===== src/rtl/tcb_lib_misalign_split.sv =====
// Splits a misaligned log-size TCB request into one or two aligned
// byte-enable transfers and merges the read data of a split pair back
// into a single in-order response.
module tcb_lib_misalign_split #(
    parameter  int AW  = 32,
    parameter  int DW  = 32,
    parameter  int OUT = 4,
    localparam int BEN = DW/8,
    localparam int MAX = $clog2(BEN),
    localparam int SW  = $clog2(MAX+1)
) (
    input  logic          clk,
    input  logic          rst,
    // subordinate side (log-size requests)
    input  logic          sub_vld,
    output logic          sub_rdy,
    input  logic          sub_wen,
    input  logic [AW-1:0] sub_adr,
    input  logic [SW-1:0] sub_siz,
    input  logic [DW-1:0] sub_wdt,
    output logic          sub_rsp_vld,
    output logic [DW-1:0] sub_rdt,
    output logic          sub_sts,
    // manager side (aligned byte-enable transfers)
    output logic          man_vld,
    input  logic          man_rdy,
    output logic          man_wen,
    output logic [AW-1:0] man_adr,
    output logic [BEN-1:0] man_ben,
    output logic [DW-1:0] man_wdt,
    input  logic          man_rsp_vld,
    input  logic [DW-1:0] man_rdt,
    input  logic          man_sts
);

    localparam int PW = $clog2(OUT);

    typedef enum logic [1:0] {
        KIND_SINGLE = 2'd0,
        KIND_FIRST  = 2'd1,
        KIND_SECOND = 2'd2
    } kind_t;

    typedef enum logic {
        ST_FIRST  = 1'b0,
        ST_SECOND = 1'b1
    } state_t;

    typedef struct packed {
        kind_t          kind;
        logic [MAX-1:0] off;
        logic [SW-1:0]  siz;
    } tag_t;

    state_t          state;
    state_t          state_nxt;

    logic [MAX-1:0]  off;
    logic [MAX+1:0]  end_pos;
    logic            split;
    logic [AW-1:0]   base_adr;
    logic [BEN-1:0]  ben_first;
    logic [BEN-1:0]  ben_second;
    logic [DW-1:0]   wdt_lanes;

    tag_t            fifo_mem [OUT];
    logic [PW:0]     wr_ptr;
    logic [PW:0]     rd_ptr;
    logic [PW:0]     fifo_cnt;
    logic            fifo_empty;
    logic            fifo_full;
    logic            push;
    logic            pop;
    kind_t           push_kind;
    tag_t            push_tag;
    tag_t            rsp_tag;

    logic [DW-1:0]   hold_rdt;
    logic            hold_sts;

    // Request geometry: end_pos is one past the last byte lane touched,
    // counted from the first word, so anything above BEN spills over.
    assign off      = sub_adr[MAX-1:0];
    assign end_pos  = (MAX+2)'(off) + ((MAX+2)'(1) << sub_siz);
    assign split    = end_pos > (MAX+2)'(BEN);
    assign base_adr = {sub_adr[AW-1:MAX], {MAX{1'b0}}};

    // A full FIFO still accepts a push in a cycle where a response pops a tag.
    assign fifo_cnt   = wr_ptr - rd_ptr;
    assign fifo_empty = (fifo_cnt == '0);
    assign fifo_full  = (fifo_cnt == (PW+1)'(OUT)) && !man_rsp_vld;
    assign push       = man_vld && man_rdy;
    assign pop        = man_rsp_vld && !fifo_empty;
    assign push_tag   = {push_kind, off, sub_siz};
    assign rsp_tag    = fifo_mem[rd_ptr[PW-1:0]];

    // Byte enables for both halves and the rotated write-data lanes.
    always_comb begin
        ben_first  = '0;
        ben_second = '0;
        wdt_lanes  = '0;
        for (int i = 0; i < BEN; i++) begin
            ben_first[i]  = (i >= int'(off)) && (i < int'(end_pos));
            ben_second[i] = (i + BEN) < int'(end_pos);
            wdt_lanes[8*i +: 8] = sub_wdt[8*((i + BEN - int'(off)) % BEN) +: 8];
        end
    end

    // FSM state register; reset always lands in FIRST.
    always_ff @(posedge clk) begin
        if (rst) begin
            state <= ST_FIRST;
        end else begin
            state <= state_nxt;
        end
    end

    // Next state and manager request; the subordinate is only released on
    // the handshake that completes its whole request.
    always_comb begin
        state_nxt = state;
        man_vld   = 1'b0;
        man_wen   = 1'b0;
        man_adr   = '0;
        man_ben   = '0;
        man_wdt   = '0;
        sub_rdy   = 1'b0;
        push_kind = KIND_SINGLE;
        if (!rst) begin
            man_vld = sub_vld && !fifo_full;
            man_wen = sub_wen;
            man_wdt = wdt_lanes;
            case (state)
                ST_FIRST: begin
                    man_adr = base_adr;
                    man_ben = ben_first;
                    if (split) begin
                        push_kind = KIND_FIRST;
                        if (man_vld && man_rdy) begin
                            state_nxt = ST_SECOND;
                        end
                    end else begin
                        push_kind = KIND_SINGLE;
                        sub_rdy   = man_rdy && !fifo_full;
                    end
                end
                ST_SECOND: begin
                    man_adr   = base_adr + AW'(BEN);
                    man_ben   = ben_second;
                    push_kind = KIND_SECOND;
                    sub_rdy   = man_rdy && !fifo_full;
                    if (man_vld && man_rdy) begin
                        state_nxt = ST_FIRST;
                    end
                end
                default: begin
                    state_nxt = ST_FIRST;
                end
            endcase
        end
    end

    // Tag FIFO: one entry per manager transfer, retired by its response.
    always_ff @(posedge clk) begin
        if (rst) begin
            wr_ptr <= '0;
            rd_ptr <= '0;
        end else begin
            if (push) begin
                fifo_mem[wr_ptr[PW-1:0]] <= push_tag;
                wr_ptr <= wr_ptr + 1'b1;
            end
            if (pop) begin
                rd_ptr <= rd_ptr + 1'b1;
            end
        end
    end

    // Hold the first-half response until its second half arrives.
    always_ff @(posedge clk) begin
        if (rst) begin
            hold_rdt <= '0;
            hold_sts <= 1'b0;
        end else if (pop && (rsp_tag.kind == KIND_FIRST)) begin
            hold_rdt <= man_rdt;
            hold_sts <= man_sts;
        end
    end

    // Combinational response merge, LSB-justified and zero above size.
    always_comb begin
        sub_rsp_vld = 1'b0;
        sub_rdt     = '0;
        sub_sts     = 1'b0;
        if (!rst && pop) begin
            case (rsp_tag.kind)
                KIND_SINGLE: begin
                    sub_rsp_vld = 1'b1;
                    sub_sts     = man_sts;
                    for (int j = 0; j < BEN; j++) begin
                        if (j < (1 << rsp_tag.siz)) begin
                            sub_rdt[8*j +: 8] = man_rdt[8*((j + int'(rsp_tag.off)) % BEN) +: 8];
                        end
                    end
                end
                KIND_SECOND: begin
                    sub_rsp_vld = 1'b1;
                    sub_sts     = hold_sts | man_sts;
                    for (int j = 0; j < BEN; j++) begin
                        if (j < (1 << rsp_tag.siz)) begin
                            if ((j + int'(rsp_tag.off)) < BEN) begin
                                sub_rdt[8*j +: 8] = hold_rdt[8*(j + int'(rsp_tag.off)) +: 8];
                            end else begin
                                sub_rdt[8*j +: 8] = man_rdt[8*(j + int'(rsp_tag.off) - BEN) +: 8];
                            end
                        end
                    end
                end
                default: begin
                    sub_rsp_vld = 1'b0;
                end
            endcase
        end
    end

    // A response with no outstanding transfer breaks the protocol.
    rsp_without_tag: assert property (@(posedge clk) disable iff (rst)
        man_rsp_vld |-> !fifo_empty);

endmodule


===== config.mk =====
export PLATFORM = sky130hd
export DESIGN_NAME = tcb_lib_misalign_split
export DESIGN_NICKNAME = d
export VERILOG_FILES = /design/src/rtl/tcb_lib_misalign_split.sv
export SDC_FILE = /design/constraint.sdc
export NUM_CORES = 1
export LEC_CHECK = 0
export BUFFER_PORTS_ARGS = -buffer_cell sky130_fd_sc_hd__buf_2
export CAP_MARGIN = 10
export CELL_PAD_IN_SITES_DETAIL_PLACEMENT = 1
export CELL_PAD_IN_SITES_GLOBAL_PLACEMENT = 2
export CORE_ASPECT_RATIO = 0.6
export CORE_UTILIZATION = 28
export CTS_CLUSTER_DIAMETER = 30
export DETAILED_ROUTE_END_ITERATION = 16
export PLACE_DENSITY = 0.86
export RECOVER_POWER = 50
export SLEW_MARGIN = 20
export SYNTH_ARGS = -nofsm -noshare
export SYNTH_HDL_FRONTEND = slang
export SYNTH_SLANG_ARGS = --single-unit
export TNS_END_PERCENT = 100

===== constraint.sdc =====
create_clock -name clk -period 3.1 [get_ports clk]
set_input_delay 0.31 -clock clk [delete_from_list [all_inputs] [get_ports clk]]
set_output_delay 0.31 -clock clk [all_outputs]
set_load 0.02 [all_outputs]

# Yosys cells after proc, flatten, opt, wreduce, memory -nomap -nowiden
# Memory sizes are Yosys's and may differ from the RTL's. A register that Yosys moved wholly into a read port is not among the register bits.
# Index checks and enable logic that the tools add are counted.
[totals] mem_count=1 mem_bits_rw=24 register_bits=40 out_inout_bits=105 in_bits=105 word_cells=137
[memory_table] memory="fifo_mem" words=4 width=6 read_ports=1 rd_ports_with_merged_regs=1 wr=1 line_no="66" source="tag_t fifo_mem [OUT];"
[classes] shifts=18 addsub=16 reduce_logical=25 n_mux=40 eq_ne=3 magnitude_cmp=20 bitwise=9
[ops] op="variable part select 32 x 6 -> 8 bit" n=9
[ops] op="case mux 32 bit (2 select lines)" n=2
[ops] op="variable part select 32 x 7 -> 8 bit" n=4
[ops] op="< comparator 32 x 4 -> 1 bit, second input constant" n=3
[ops] op="2-to-1 mux 32 bit" n=3
[ops] op="2-to-1 mux 8 bit" n=12
[ops] op="variable part select 32 x 32 -> 8 bit" n=3
[ops] op="< comparator 3 x 32 -> 1 bit, first input constant" n=2
[ops] op="adder 32 x 3 -> 32 bit, second input constant" n=1
[ops] op="< comparator 1 x 32 -> 1 bit, first input constant" n=1
[ops] op="< comparator 2 x 32 -> 1 bit, first input constant" n=1
[ops] op="left shift 1 x 2 -> 32 bit, first input constant" n=1
[ops] op="< comparator 3 x 4 -> 1 bit, first input constant" n=4
[ops] op="OR reduction 2 bit" n=8
[ops] op="subtractor 3 x 2 -> 4 bit, first input constant" n=4
[ops] op="2-to-1 mux 1 bit" n=14
[ops] op="subtractor 3 x 3 -> 4 bit, second input constant" n=3
[ops] op="logical AND 1 bit" n=11
[ops] op="< comparator 1 x 4 -> 1 bit, first input constant" n=2
[ops] op="< comparator 2 x 4 -> 1 bit, first input constant" n=2
[ops] op="case mux 4 bit (2 select lines)" n=1
[ops] op="adder 2 x 2 -> 3 bit, first input constant" n=2
[ops] op="adder 3 x 1 -> 3 bit, second input constant" n=2
[ops] op="2-to-1 mux 2 bit" n=3
[ops] op="other kinds (22)" n=33

# Logic depth before layout (Yosys ltp)
[logic_depth] depth_word=10 depth_mapped=12 depth_no_buf=9

# Worst setup path before layout
# OpenSTA, ideal clock, no wires.
[synth_path] path_kind="register to output" start="register with a tool-made name" end="output sub_rdt[12]" required_time_ns=2.790 slack_ns=-0.120 stages_incl_launch_ff=11 arrival_time_ns=2.910 n_path_buf=5 path_cell_list="dfxtp_1 buf_6 mux4_2 buf_6 buf_6 buf_6 ha_1 nand2b_1 buf_2 and3_1 a2111oi_1"
[synth_rtl] item="end: declaration" line_no="22" source="output logic [DW-1:0] sub_rdt,"

==> reports/qor.log <==
qor: status.status complete, no violations
qor: clock_network.htree_levels 3
qor: timing.rsz0062_at_grt false
qor: placed_design.post-dp-hpwl 16700 um
qor: clock_network.clk_pin_slew_worst_paths 0.06 ns
qor: layout.final_layout_size_suffix_gt1_share 30.5%
qor: placed_design.dp_cells 1154
qor: critical_path.worst_r2r_endpoint hold_rdt[26]
qor: global_route.grt_first_pass_wirelength 33500 um
qor: route.vias 5990
qor: critical_path.end_kind primary output
qor: critical_path.crit_path_start_kind register
qor: placed_design.routabilityCongestion 0.849
qor: route.routed_wl 21500 um
qor: floorplan.die_h 119 um
qor: synth.portion_of_synthesized_cell_area_occupied_by_the_leading_cell_type 14.9%
qor: timing.maxSlewViolCount 0
qor: global_route.gr-usage-all-layers 18.3%
qor: synth.synth_edf_count 24
qor: power.total_switching_power 1.67 mW
qor: power.switching_share 40.2%
qor: floorplan.design.die.area 23300 um2
qor: floorplan.rows 42
qor: layout.synthToLayoutAreaGrowth 26.3%
qor: floorplan.initial_utilization 28.6%
qor: placed_design.io_buffers 207
qor: layout.nFillCells 2648
qor: timing.worst_slew_pin_slew 1.43 ns
qor: route.post_dr_vias_cell 5.08
qor: clock_network.cts_hold_repair.buffers 0
qor: power.p_per_area 519 nW/um2
qor: timing.min_period_over_period 97.3%
qor: clock_network.ctsLongestPathBuffers 2
qor: synth.synth.largest_area_cell sky130_fd_sc_hd__mux4_2
qor: synth.synth_async_sr_flop_share 0%
qor: power.clkPwrFrac 27.0%
qor: synth.yosys_warnings 0
qor: route.drtPass1Iterations 5
qor: global_route.gr-usage-met1 28.7%
qor: timing.hold_violations 0
qor: min_path.worst_min_path_class in2reg
qor: global_route.global_route.peak_usage_layer met1
qor: clock_network.clock_insertion_delay_at_the_later_pin_of_the_skew_report 0.34 ns
qor: critical_path.regToRegSetupSlack 0.52 ns
qor: route.drt-initial-drc-count 337
qor: min_path.min_from man_rdt[14]
qor: critical_path.worst-endpoint-arrival 2.71 ns
qor: timing.maxClockFrequency 0.332 GHz
qor: synth.postSynthCellCount 669
qor: global_route.grt_use_met2 26.0%
qor: power.internal_power 2.48 mW
qor: critical_path.path_common_cell sky130_fd_sc_hd__mux2i_1
qor: flow_run.drv.max_cap_violation_count 0
qor: timing.skew 0.0109 ns
qor: global_route.antenna_violations_before_repair 0
qor: global_route.via_count_of_the_first_global_routing_pass 5909
qor: synth.yosys_most_used_dff sky130_fd_sc_hd__dfxtp_1
qor: critical_path.worst_r2r_path_depth 6
qor: synth.post_synth_num_cell_types 63
qor: placed_design.placement.setup.worst_slack 0.134 ns
qor: placed_design.placedInstanceArea 7640 um2
qor: critical_path.cp.required 2.79 ns
qor: min_path.worstHoldPathCells 3
qor: floorplan.die_width 196 um
qor: synth.syn-mean-instance-area 9.47 um2
qor: route.ant_nets 0
qor: power.power.share.sequential 24.7%
qor: timing.maxSlewHeadroom 4.43%
qor: critical_path.path_max_fanout 65
qor: global_route.grt_overflow_total 0
qor: route.detail_route.drc_violations 0
qor: global_route.largest_net_degree_at_the_start_of_global_routing 72
qor: clock_network.cts_buffers 9
qor: synth.synth_top_cells_by_area sky130_fd_sc_hd__mux4_2 15%, sky130_fd_sc_hd__dfxtp_1 13%, sky130_fd_sc_hd__mux2i_1 13%
qor: layout.fin_cells 1178
qor: layout.layout.nets 986
qor: timing.final.hold.worst_slack 0.249 ns
qor: critical_path.critPathMaxStageDelay 0.42 ns
qor: power.power.share.combinational 48.3%
qor: route.wire_per_inst 18.2 um
qor: synth.yosysSeqAreaShare 24.6%
qor: critical_path.critical_path.slowest_cell sky130_fd_sc_hd__dfxtp_2
qor: timing.post-route-worst-setup-slack 0.0842 ns
qor: floorplan.ios 210
qor: clock_network.clock_sinks 66
qor: clock_network.tritoncts done
qor: timing.setup_violations 0
qor: global_route.groute.layer.met3.usage 3.40%
qor: clock_network.clock_tree.root_cell sky130_fd_sc_hd__clkbuf_16
qor: min_path.worst_hold_path.endpoint hold_rdt[14]
qor: critical_path.crit_type reg2out
qor: synth.synth.ff_latch_count 66
qor: layout.final_std_cell_area_no_fill 8010 um2
qor: timing.tns 0 ns
qor: layout.antenna-diode-count 0
qor: timing.layout_min_cycle_time 3.02 ns
qor: critical_path.path_cells mux2i_1 > mux2_2 > inv_2 > buf_16 > mux2i_1 > o22ai_1 > nor2_1 > nor3_1 > buf_2
qor: synth.mappedNetlistArea 6340 um2
qor: power.p_leak 3.41 nW
qor: power.vdd.ir_drop.worst 0.000266 V
qor: floorplan.core_region_area 22100 um2
-- cells in the final DEF, fill, tap and decap left out, types with 5 or more instances in the layout --
cell,count
sky130_fd_sc_hd__nand4_1,7
sky130_fd_sc_hd__o21ai_0,8
sky130_fd_sc_hd__a21oi_1,22
sky130_fd_sc_hd__a32oi_1,5
sky130_fd_sc_hd__and3_1,12
sky130_fd_sc_hd__o21a_1,5
sky130_fd_sc_hd__dfxtp_1,40
sky130_fd_sc_hd__clkbuf_16,9
sky130_fd_sc_hd__clkbuf_1,55
sky130_fd_sc_hd__buf_4,23
sky130_fd_sc_hd__nor2b_1,44
sky130_fd_sc_hd__nand2b_1,15
sky130_fd_sc_hd__buf_2,151
sky130_fd_sc_hd__mux4_2,42
sky130_fd_sc_hd__mux2i_1,82
sky130_fd_sc_hd__nor2_1,98
sky130_fd_sc_hd__and2_1,10
sky130_fd_sc_hd__edfxtp_1,24
sky130_fd_sc_hd__xor2_1,18
sky130_fd_sc_hd__a2111oi_2,6
sky130_fd_sc_hd__o22ai_1,9
sky130_fd_sc_hd__nor3_1,10
sky130_fd_sc_hd__nand2_1,34
sky130_fd_sc_hd__nand3_1,9
sky130_fd_sc_hd__inv_1,11
sky130_fd_sc_hd__xnor2_1,15
sky130_fd_sc_hd__a211oi_1,13
sky130_fd_sc_hd__a22o_1,6
sky130_fd_sc_hd__and4_1,5
sky130_fd_sc_hd__ha_1,15
-- layer usage --
layer,part of all wire [%],vias to the layer above
met2,42,149
met1,52,2968
met5,0,-
met3,4.6,11
met4,0.70,0
li1,-,2862
-- metrics by stage --
stage / utilization [%] / power, mW
after floorplan: - / 2.45
after global placement: 34.6 / 2.94
after detailed placement: 34.6 / 2.97
after CTS: 36.3 / 4.13
after global routing: 36.2 / 4.38
final: 36.2 / 4.15
-- synthesized netlist by cell type, drive strengths merged (2+ instances only) --
library cell	instances
nor2	101
mux2i	84
mux4	44
nor2b	44
dfxtp	42
nand2	34
buf	26
edfxtp	24
clkbuf	23
a21oi	22
xor2	18
nand2b	16
ha	15
xnor2	15
a211oi	14
inv	13
nor3	13
and3	12
and2	10
nand3	9
o21ai	9
o22ai	9
nand4	7
a2111oi	6
a22o	6
a32oi	5
and4	5
o21a	5
mux2	4
nor4	4
a221oi	3
a22oi	3
or3	3
a211o	2
a311oi	2
a31oi	2
nor4b	2
-- worst max-delay path by stage --
stage	cells after the start	slack, ns	to	startpoint
2_1_floorplan	11	0.01	sub_rdt[14]	register
3_3_place_gp	5	0.17	sub_rdt[23]	register
3_5_place_dp	7	0.13	sub_rdt[12]	register
4_1_cts	6	0.05	sub_rdt[15]	register
5_1_grt	9	0.01	sub_rdt[24]	register
6_report	9	0.08	sub_rdt[1]	register
-- state kept, by name, summed over array words and instances, names as in the netlist, named ones only --
register / cells
fifo_mem: 24
hold_rdt: 32
hold_sts: 1
rd_ptr: 3
state: 1
wr_ptr: 3
-- power by group through the flow --
| stage | Sequential (mW) | Clock [mW] | Combinational, mW |
|---|---|---|---|
| floorplan | 1.01 | 0 | 1.44 |
| global placement | 1.03 | 0 | 1.91 |
| detailed placement | 1.04 | 0 | 1.93 |
| CTS | 1.02 | 1.15 | 1.96 |
| global route | 1.04 | 1.18 | 2.16 |
| finish | 1.03 | 1.12 | 2.01 |
-- area by class of cell --
cell class                 instances  area (um2)  area share (%)
inverter                          13        48.8           0.610
multi-input combinational        542        4500            56.3
timing repair buffer             233        1180            14.7
sequential                        66        1570            19.6
clock inverter                     7        98.8            1.23
tap                              308         385            4.81
clock buffer                       9         225            2.81
-- kinds of logic after synthesis --
kind of cell               after synthesis  share of synthesized area, %
adders and majority gates               16                          3.28
muxes                                  132                          29.8
other                                    1                        0.0592
DFF                                     66                          24.6
buffers and inverters                   62                          5.39
and+or+nand+nor                        264                          20.9
AOI/OAI and AO/OA                       95                          11.3
xor gates and xnor gates                33                          4.56
-- worst max-delay path, delay by kind of cell (launching register included) --
kind | cells | cell delay [ns]
buffers and inverters | 3 | 0.72
muxes | 3 | 0.68
DFF | 1 | 0.42
and+or+nand+nor | 2 | 0.35
AOI/OAI and AO/OA | 1 | 0.19
-- timing repair --
action                                 4_1_cts  5_1_grt
endpoints found under the hold margin        0        0
buffers inserted                             4        4
pin swaps                                    2        0
setup endpoints to repair                   26       23
resized for setup                            7        8
cloned                                       0        0
Note: power is estimated with default switching activity, not from simulation.
